$ cat src/rtl/conv_window_feeder.sv
// Streams raster-order CH-channel pixels in and emits one zero-padded 3x3xCH window per
// pixel position. Windows lag the input by IMG_W+1 pixels, and the tail of each frame is flushed.
module conv_window_feeder #(
    parameter int IMG_W = 8,
    parameter int IMG_H = 8,
    parameter int CH    = 3,
    parameter int DW    = 8
) (
    input  logic                   clk,
    input  logic                   rstn,
    input  logic                   in_valid,
    input  logic [CH*DW-1:0]       in_pixel,
    output logic                   in_ready,
    output logic                   win_valid,
    output logic [CH*9*DW-1:0]     win_act,
    output logic                   win_last
);

    localparam int PW    = CH * DW;
    localparam int AW    = CH * 9 * DW;
    localparam int NPIX  = IMG_W * IMG_H;
    localparam int SRLEN = 2 * IMG_W + 2;
    localparam int NW    = $clog2(NPIX + 1);
    localparam int CW    = $clog2(IMG_W + 1);
    localparam int RW    = $clog2(IMG_H + 1);

    typedef enum logic [1:0] {
        S_FILL   = 2'd0,
        S_STREAM = 2'd1,
        S_FLUSH  = 2'd2
    } state_t;

    state_t          r_state;
    logic [NW-1:0]   r_n;
    logic [CW-1:0]   r_ocol;
    logic [RW-1:0]   r_orow;
    logic            r_win_valid;
    logic            r_win_last;
    logic [AW-1:0]   r_win_act;
    logic [PW-1:0]   r_sr [SRLEN];

    logic            w_accept;
    logic            w_adv;
    logic            w_at_last;
    logic [PW-1:0]   w_new;
    logic [PW-1:0]   w_tap [9];
    logic [8:0]      w_tap_ok;
    logic [AW-1:0]   w_win;
    logic [CW-1:0]   w_ocol_nxt;
    logic [RW-1:0]   w_orow_nxt;

    assign in_ready  = (r_state != S_FLUSH);
    assign win_valid = r_win_valid;
    assign win_act   = r_win_act;
    assign win_last  = r_win_last;

    // Flush cycles advance the pipeline with a dummy pixel; those taps are always bottom-padded.
    assign w_accept  = in_valid && in_ready;
    assign w_adv     = w_accept || (r_state == S_FLUSH);
    assign w_new     = w_accept ? in_pixel : '0;
    assign w_at_last = (r_orow == RW'(IMG_H - 1)) && (r_ocol == CW'(IMG_W - 1));

    assign w_ocol_nxt = (r_ocol == CW'(IMG_W - 1)) ? '0 : r_ocol + CW'(1);
    assign w_orow_nxt = (r_ocol != CW'(IMG_W - 1)) ? r_orow :
                        ((r_orow == RW'(IMG_H - 1)) ? '0 : r_orow + RW'(1));

    // Pixel history: r_sr[i] holds the pixel accepted i+1 advances ago.
    always_ff @(posedge clk) begin
        if (w_adv) begin
            r_sr[0] <= w_new;
            for (int i = 1; i < SRLEN; i++) begin
                r_sr[i] <= r_sr[i-1];
            end
        end
    end

    for (genvar gr = 0; gr < 3; gr++) begin : g_row
        for (genvar gc = 0; gc < 3; gc++) begin : g_col
            localparam int J = (2 - gr) * IMG_W + 2 - gc;
            if (J == 0) begin : g_new
                assign w_tap[gr*3+gc] = w_new;
            end else begin : g_old
                assign w_tap[gr*3+gc] = r_sr[J-1];
            end
        end
    end

    // Padding mask from the window-centre coordinates only, so stale history never leaks.
    always_comb begin
        w_tap_ok = 9'h1ff;
        for (int t = 0; t < 9; t++) begin
            if (((t < 3) && (r_orow == RW'(0))) ||
                ((t >= 6) && (r_orow == RW'(IMG_H - 1))) ||
                ((t % 3 == 0) && (r_ocol == CW'(0))) ||
                ((t % 3 == 2) && (r_ocol == CW'(IMG_W - 1)))) begin
                w_tap_ok[t] = 1'b0;
            end else begin
                w_tap_ok[t] = 1'b1;
            end
        end
    end

    // Pack taps channel-major: channel c, tap t at [c*9*DW + t*DW].
    always_comb begin
        w_win = '0;
        for (int t = 0; t < 9; t++) begin
            for (int c = 0; c < CH; c++) begin
                if (w_tap_ok[t]) begin
                    w_win[c*9*DW + t*DW +: DW] = w_tap[t][c*DW +: DW];
                end else begin
                    w_win[c*9*DW + t*DW +: DW] = '0;
                end
            end
        end
    end

    // Frame control FSM with registered window outputs.
    always_ff @(posedge clk or negedge rstn) begin
        if (!rstn) begin
            r_state     <= S_FILL;
            r_n         <= '0;
            r_ocol      <= '0;
            r_orow      <= '0;
            r_win_valid <= 1'b0;
            r_win_last  <= 1'b0;
            r_win_act   <= '0;
        end else begin
            r_win_valid <= 1'b0;
            r_win_last  <= 1'b0;
            case (r_state)
                S_FILL: begin
                    if (w_accept) begin
                        r_n <= r_n + NW'(1);
                        if (r_n == NW'(IMG_W)) begin
                            r_state <= S_STREAM;
                        end
                    end
                end
                S_STREAM: begin
                    if (w_accept) begin
                        r_win_valid <= 1'b1;
                        r_win_act   <= w_win;
                        r_ocol      <= w_ocol_nxt;
                        r_orow      <= w_orow_nxt;
                        if (r_n == NW'(NPIX - 1)) begin
                            r_n     <= '0;
                            r_state <= S_FLUSH;
                        end else begin
                            r_n <= r_n + NW'(1);
                        end
                    end
                end
                S_FLUSH: begin
                    r_win_valid <= 1'b1;
                    r_win_act   <= w_win;
                    r_ocol      <= w_ocol_nxt;
                    r_orow      <= w_orow_nxt;
                    if (w_at_last) begin
                        r_win_last <= 1'b1;
                        r_state    <= S_FILL;
                    end
                end
                default: begin
                    r_state <= S_FILL;
                end
            endcase
        end
    end

endmodule

$ cat config.mk
export PLATFORM = sky130hd
export DESIGN_NAME = conv_window_feeder
export DESIGN_NICKNAME = d
export VERILOG_FILES = /design/src/rtl/conv_window_feeder.sv
export SDC_FILE = /design/constraint.sdc
export NUM_CORES = 1
export LEC_CHECK = 0
export CAP_MARGIN = 20
export CORE_MARGIN = 2
export CORE_UTILIZATION = 55
export CTS_BUF_LIST = sky130_fd_sc_hd__clkbuf_4
export DETAILED_ROUTE_END_ITERATION = 12
export MAX_ROUTING_LAYER = met4
export PLACE_DENSITY = 0.88
export SLEW_MARGIN = 25
export SYNTH_ARGS = -nofsm -noshare
export SYNTH_HDL_FRONTEND = slang
export SYNTH_SLANG_ARGS = --single-unit
$ cat constraint.sdc
create_clock -name clk -period 13.62 [get_ports clk]
set_input_delay 2.724 -clock clk [delete_from_list [all_inputs] [get_ports clk]]
set_output_delay 2.724 -clock clk [all_outputs]
set_load 0.1 [all_outputs]
* Yosys cells after proc, flatten, opt, wreduce, memory -nomap -nowiden
Memories as Yosys holds them, arrays and structs flattened.
Cells that the tools add are included.
** Operators by class
- Add/subtract/negate cells :: 3
- Multipliers :: 0
- Div/mod/pow operators :: 0
- Order comparisons :: 0
- Equality and inequality tests :: 13
- Shifts and indexed selects :: 0
- Mux-type cells :: 50
- Bitwise gates (word level) :: 0
- Reduce and logical (&&, ||, !) cells :: 15
** Operator list (number)
- one-hot mux 216 bit (2 select lines) :: 1
- two-way mux 216 bit :: 1
- two-way mux 8 bit :: 24
- two-way mux 24 bit :: 1
- two-way mux 7 bit :: 3
- two-way mux 4 bit :: 5
- one-hot mux 4 bit (2 select lines) :: 2
- one-hot mux 7 bit (2 select lines) :: 1
- inequality test 2 bit (second input constant) :: 6
- two-way mux 2 bit :: 5
- adder 4 x 1 -> 4 bit (second input constant) :: 2
- equality test 4 x 3 -> 1 bit (second input constant) :: 2
- logical NOT 4 bit :: 2
- adder 7 x 1 -> 7 bit (second input constant) :: 1
- equality test 7 x 4 -> 1 bit (second input constant) :: 1
- equality test 7 x 6 -> 1 bit (second input constant) :: 1
- one-hot mux 2 bit (3 select lines) :: 1
- logical OR 1 bit :: 5
- two-way mux 1 bit :: 5
- AND reduction 5 bit :: 1
- inequality test 4 x 3 -> 1 bit (second input constant) :: 1
- nonzero test 2 bit :: 2
- AND reduction 3 bit :: 1
- equality test 2 x 1 -> 1 bit (second input constant) :: 1
- 5 further kinds :: 6
** Storage, ports and cells
- Bits in registers :: 235
- Bits in latches :: 0
- RAM bits :: 432
- Memory bits (read-only) :: 0
- Input port bits :: 27
- Output and inout bits :: 219
- Memories :: 1
** Memories
- r_sr :: depth 18, width 24, rd ports 18, clocked after memory_dff 0, write ports 18, RTL line 40 : logic [PW-1:0] r_sr [SRLEN];

* Depth between registers and ports, before layout
Gate-level depths: netlist of the first run.
- Word-level depth :: 6
- Gate-level depth with buffers :: 9
- Gate-level depth less buffers :: 6

* Worst setup path after synthesis of the first run
Ideal clock, no wire load.
- Path kind :: input to register
- From :: input in_valid
- To :: memory r_sr[0][0] (netlist bit), enable pin
- Library setup time :: 618 ps
- Data arrival time :: 7894 ps
- Data required time :: 13002 ps
- Setup slack :: 5108 ps
- Stages on the path :: 1
- Cells stage by stage :: or2_2
** RTL lines
- start, declared :: RTL line 11 : input logic in_valid,
- end, declared :: RTL line 40

==> results of run 1 <==
==> worst paths after layout <==
path / from / to / slack (ns) / cells past startpoint
max: in_valid / r_sr[16][10] / 7.93 / 5
min: r_sr[14][22] / r_sr[15][22] / 0.40 / 0
max reg2reg: r_state[0] / r_sr[16][10] / 9.65 / 6
min reg2reg: r_sr[14][22] / r_sr[15][22] / 0.40 / 0
max in group asynchronous: rstn / win_act[137] / 10.06 / 3
min in group asynchronous: rstn / win_act[150] / 1.79 / 1
==> worst reg2reg max path: cells and delay by family (launching register included) <==
family | cells | cell delay [ns]
buf+inv | 4 | 2.39
simple gates | 1 | 0.47
flops | 1 | 0.39
fa+ha+maj | 1 | 0.28
==> final cells by class <==
type / instances / area, sq um / area share
tap: 525 / 657 / 0.0240
inverter: 11 / 41.3 / 0.00151
multi-input combinational: 516 / 3020 / 0.110
clock inverter: 46 / 313 / 0.0114
timing repair buffer: 261 / 2620 / 0.0957
antenna: 2 / 5.00 / 0.000183
clock buffer: 245 / 1840 / 0.0673
sequential: 667 / 18900 / 0.690
==> synth_stat cells (all sizes together) <==
cell type and instances:
a211oi 1, a21o 1, a21oi 2, a221oi 1, a22o 120, a31oi 3, a41oi 1, and2 26
and3 2, and3b 1, buf 33, clkbuf 28, dfrtp 235, edfxtp 432, ha 10, inv 11
mux2 5, nand2 226, nand2b 2, nand3 76, nand3b 3, nand4 3, nor2 10, nor2b 1
nor3 3, nor4 1, o21ai 8, o31ai 1, or2 1, or4 2, xnor2 5, xor2 1
==> through the flow <==
| step | hold WS, ns | std cells | utilization | setup WS, ns | area [sq um] |
|---|---|---|---|---|---|
| after global routing | 0.395 | 2273 | 0.688 | 7.74 | 27300 |
| final | 0.396 | 2273 | 0.688 | 7.93 | 27300 |
| after detailed placement | 0.405 | 1979 | 0.633 | 6.87 | 25100 |
| after global placement | 0.400 | 1979 | 0.633 | 7.02 | 25100 |
| after CTS | 0.391 | 2270 | 0.687 | 7.73 | 27300 |
| after floorplan | 0.400 | 1255 | - | 5.11 | 22200 |
==> kinds of logic (layout without fill, tap and decap cells) <==
logic type               Yosys count  after routing  share of synthesized area
adder cells (fa/ha/maj)           10             10                    0.00564
AND/OR/NAND/NOR                  357            357                     0.0706
buffers and inverters             72            563                     0.0146
multiplexers                       5              5                    0.00254
XOR/XNOR                           6              6                    0.00237
flip-flops                       667            667                      0.851
AO/OA/AOI/OAI                    138            138                     0.0537
other                              0              2                          0
==> registers in the layout, summed over array words and instances, names as in the netlist <==
name	cells
r_orow	4
win_last	1
win_valid	1
win_act	216
r_state	2
r_ocol	4
r_n	7
r_sr	432
==> cells in the final DEF, fill, tap and decap left out, types with 2 or more instances in the layout <==
cell | Yosys | layout
xnor2_1 | 5 | 5
mux2_1 | 5 | 5
and3_1 | 2 | 2
a31oi_1 | 3 | 3
clkbuf_4 | 0 | 245
edfxtp_1 | 432 | 432
clkdlybuf4s50_1 | 0 | 244
nand4_1 | 3 | 3
nand2_1 | 226 | 225
inv_2 | 1 | 6
clkinv_1 | 0 | 33
clkinvlp_4 | 0 | 2
nor3_1 | 3 | 3
ha_1 | 10 | 10
buf_6 | 1 | 5
inv_1 | 10 | 10
bufinv_16 | 0 | 5
a22o_1 | 120 | 120
nand3b_1 | 3 | 3
nor2_1 | 10 | 10
buf_4 | 4 | 10
and2_1 | 26 | 26
nand3_1 | 76 | 76
o21ai_1 | 7 | 6
dfrtp_1 | 235 | 235
diode_2 | 0 | 2
==> routing by layer <==
metal / vias up / global-route usage / part of all wire
met1: 5959 / 0.250 / 0.40
li1: 5435 / - / -
met4: 0 / 0.0921 / 0.021
met2: 484 / 0.332 / 0.50
met3: 68 / 0.0679 / 0.078
met5: - / - / 0
==> reports/results.tsv, run 1 <==
stage	metric	value	unit
synthesis	synthCells	1255	
synthesis	syn_nets	1292	
sta	fin_crit_sh	0.418	
synthesis	ys_ff_latch	667	
place	gp_congestion	0.788	
clocking	cts_tree	yes	
clocking	clockBufferDepth	3	
sta	maxSlewViolCount	0	
setup_path	crit_path_max_fanout	93	
floorplan	core	39700	sq um
setup_path	cp_slowest_stage_delay	0.75	ns
sta	setup_tns	0	ns
sta	worstMarginPinSlew	1.10	ns
routing	drc	0	
setup_path	cp.arrival	6.08	ns
floorplan	num_rows	73	
routing	wire_per_inst	18.5	microns
sta	setup_viol	0	
run	maxCapViolations	0	
worst_hold_path	min_path_type	reg -> reg	
setup_path	cp_top_family	buffers and inverters	
grt	first_global_vias	12764	
routing	ant_nets	0	
clocking	root_buffer	clkbuf_4	
floorplan	die_x	205	microns
setup_path	cp.required	14.01	ns
sta	skew	0.0507	ns
sta	hold_viol_final	0	
finish	nets	1652	
synthesis	yosysSeqAreaShare	0.851	
routing	dr.first_iter.drc_count	938	
setup_path	worstPathCellList	clkdlybuf4s50_1 > or2_4 > buf_4 > buf_6 > buf_4	
clocking	cts_hold_buf	0	
finish	drive_gt1_frac	0.163	
sta	max_slew_margin	0.264	
floorplan	design.die.area	41900	sq um
finish	fillers	2523	
sta	clock.fmax	176	MHz
grt	track_usage	0.210	
finish	syn_to_final_growth	23.4	%
sta	rsz0062_at_grt	no	
floorplan	pin_count	246	
clocking	cts_resized	0	
setup_path	setup.worst_path.start_class	primary input	
sta	fin_crit	5.69	ns
routing	dr.pass1.iters	5	
clocking	numCtsBuffers	158	
routing	routed_wl	42100	microns
clocking	path_clk_slew	0.06	ns
synthesis	synth_top_area_cell	edfxtp_1	
synthesis	synth_cell_types	39	
synthesis	avgSynthCellArea	17.7	sq um
setup_path	critical_path_buf_inv_count	4	
synthesis	netlist_area	22200	sq um
setup_path	slowest_stage	buf_4	
place	io_buffers	245	
grt	overflow	0	
setup_path	end_kind	flip-flop	
setup_path	critPathKind	in -> reg	
floorplan	initial_core_util	0.558	
grt	grt_start_max_net_pins	132	
floorplan	die_y	205	microns
synthesis	ys_top_cells_by_area	edfxtp_1 59%, dfrtp_1 27%, a22o_1 4.7%, nand2_1 3.8%, nand3_1 1.7%	
grt	antenna_found_initial	1	
synthesis	synth_top_area_frac	0.585	
run_status	status	finished clean	
routing	viasPerCell	5.26	
routing	num_vias	11946	
setup_path	crit_top_cell	buf_4	
clocking	cts_max_level	4	
clocking	cts.sinks	667	
clocking	cts_setup_buffers	0	
synthesis	ys_warn_count	0	
clocking	clkLatencyLatePin	0.82	ns
place	place_hpwl	24900	microns
grt	grt_first_pass_wirelength	65800	microns
Power of run 1 is left out: the tool's default activity adds up to more than one toggle a clock period on the data nets, which glitch-free logic cannot reach.
==> run 2: changes to the inputs <==
==> constraint.sdc (replaced) <==
create_clock -name clk -period 5.8 [get_ports clk]
set_input_delay 1.16 -clock clk [delete_from_list [all_inputs] [get_ports clk]]
set_output_delay 1.16 -clock clk [all_outputs]
set_load 0.1 [all_outputs]
==> run 2 against run 1 <==
Net effect: final cell count is 0.48% higher; setup slack worse by 6.1 ns; critical path depth is 1 lower; cell area is 0.51% higher; sequential share of layout area is 0.35 points lower; first-iteration DRC count is 10% lower; critical path type is now reg -> out; critical endpoint is now in_ready; highest routed layer unchanged.
==> reports/results.tsv, run 2 (synthesized netlist as in run 1, its figures left out) <==
stage	metric	value	unit	change
sta	worstMarginPinSlew	1.08	ns	was 1.10 ns
worst_hold_path	min_path_type	in -> async		was reg -> reg
floorplan	die_y	205	microns	unchanged
sta	fin_crit	3.98	ns	
clocking	cts_max_level	4		unchanged
place	io_buffers	245		unchanged
setup_path	timing.rr.start	r_state[0]		unchanged
grt	track_usage	0.210		about the same
routing	routed_wl	41400	microns	was 42100 microns
sta	clock.fmax	251	MHz	
finish	final_common_cell	edfxtp_1		unchanged
sta	skew	0.0565	ns	was 0.0507 ns
setup_path	setup.worst_path.start_class	flip-flop		was primary input
setup_path	critPathKind	reg -> out		was in -> reg
setup_path	reg2regPathDepth	7		was 6
routing	dr.first_iter.drc_count	841		was 938
floorplan	design.die.area	41900	sq um	unchanged
sta	setup_viol	0		unchanged
grt	overflow	0		unchanged
clocking	root_buffer	clkbuf_4		unchanged
clocking	clkLatencyLatePin	0.81	ns	was 0.82 ns
setup_path	crit_path_max_fanout	6		was 93
setup_path	cp_slowest_stage_delay	1.17	ns	was 0.75 ns
sta	fin_crit_sh	0.686		
run	maxCapViolations	0		unchanged
floorplan	initial_core_util	0.558		unchanged
place	place_hpwl	25100	microns	was 24900 microns
clocking	numCtsBuffers	161		was 158
routing	dr.pass1.iters	6		was 5
setup_path	cp_top_family	buffers and inverters		unchanged
routing	met3_length	3350	microns	was 3270 microns
floorplan	die_x	205	microns	unchanged
setup_path	crit_top_cell	inv_1		was buf_4
setup_path	reg2reg_slack	2.91	ns	was 9.65 ns
setup_path	cp.required	4.64	ns	was 14.01 ns
routing	met1_length	16100	microns	was 16700 microns
setup_path	worstPathCellList	inv_1 > ha_1 > inv_1 > clkdlybuf4s50_1		was clkdlybuf4s50_1 > or2_4 > buf_4 > buf_6 > buf_4
grt	grt_start_max_net_pins	146		was 132
clocking	cts_resized	0		unchanged
grt	antenna_found_initial	1		unchanged
sta	setup_tns	0	ns	unchanged
grt	grt_first_pass_wirelength	65800	microns	about the same
setup_path	critical_path_buf_inv_count	3		was 4
setup_path	reg2reg_to	win_act[92]		was r_sr[16][10]
setup_path	cp.arrival	2.82	ns	was 6.08 ns
sta	maxSlewViolCount	0		unchanged
grt	first_global_vias	12757		was 12764
floorplan	num_rows	73		unchanged
floorplan	core	39700	sq um	unchanged
sta	hold_viol_final	0		unchanged
finish	drive_gt1_frac	0.172		was 0.163
clocking	cts_setup_buffers	0		unchanged
place	gp_congestion	0.804		was 0.788
run_status	status	finished clean		unchanged
routing	num_vias	11966		was 11946
finish	nets	1659		was 1652
sta	max_slew_margin	0.275		was 0.264
routing	wire_per_inst	18.1	microns	was 18.5 microns
setup_path	end_kind	output pin		was flip-flop
clocking	cts_hold_buf	0		unchanged
routing	ant_nets	0		unchanged
finish	largest_reg_flops	432		unchanged
routing	dr_wl_met2	21200	microns	about the same
finish	syn_to_final_growth	24.0	%	was 23.4%
floorplan	pin_count	246		unchanged
routing	viasPerCell	5.24		was 5.26
finish	largest_register	r_sr		unchanged
clocking	cts.sinks	667		unchanged
sta	rsz0062_at_grt	no		unchanged
routing	drc	0		unchanged
routing	top_layer	met4		unchanged
finish	layout_common_cells	432 x edfxtp_1, 258 x clkbuf_4, 244 x clkdlybuf4s50_1		was 432 x edfxtp_1, 245 x clkbuf_4, 244 x clkdlybuf4s50_1
setup_path	slowest_stage	clkdlybuf4s50_1		was buf_4
clocking	cts_tree	yes		unchanged
clocking	path_clk_slew	0.07	ns	was 0.06 ns
clocking	clockBufferDepth	3		unchanged
==> run 2: how the worst max path moves through the flow <==
stage	from	end	slack (ns)	depth (start not counted)
after floorplan	in_valid	r_sr[0][0]	1.08	1
after detailed placement	in_valid	win_act[164]	2.03	6
after global placement	in_valid	win_act[167]	2.15	6
after CTS	r_state[0]	in_ready	1.73	4
final	r_state[0]	in_ready	1.82	4
after global routing	r_state[0]	in_ready	1.64	4
==> run 2: per-layer routing <==
layer | vias up | global-route usage
li1 | 5464 | -
met1 | 5970 | 0.243
met2 | 466 | 0.340
met3 | 66 | 0.0733
met4 | 0 | 0.0761
met5 | - | -
==> run 2: through the flow <==
stage	std cells	util	setup WS, ns	area, sq um	hold slack [ns]
finish	2284	0.692	1.82	27500	0.378
global route	2284	0.692	1.64	27500	0.351
CTS	2282	0.691	1.73	27500	0.318
detailed placement	1983	0.635	2.03	25200	0.405
global placement	1983	0.635	2.15	25200	0.400
floorplan	1255	-	1.08	22200	0.400
==> run 2: layout make-up <==
class                           count  area (sq um)
Tap cell                          525           657
Clock buffer                      258          1940
Fill cell                        2516         12300
Multi-Input combinational cell    516          3010
Inverter                           11          41.3
Antenna cell                        1          2.50
Sequential cell                   667         18900
Timing Repair Buffer              265          2700
Clock inverter                     41           274
Power of run 2 is left out for the same reason.
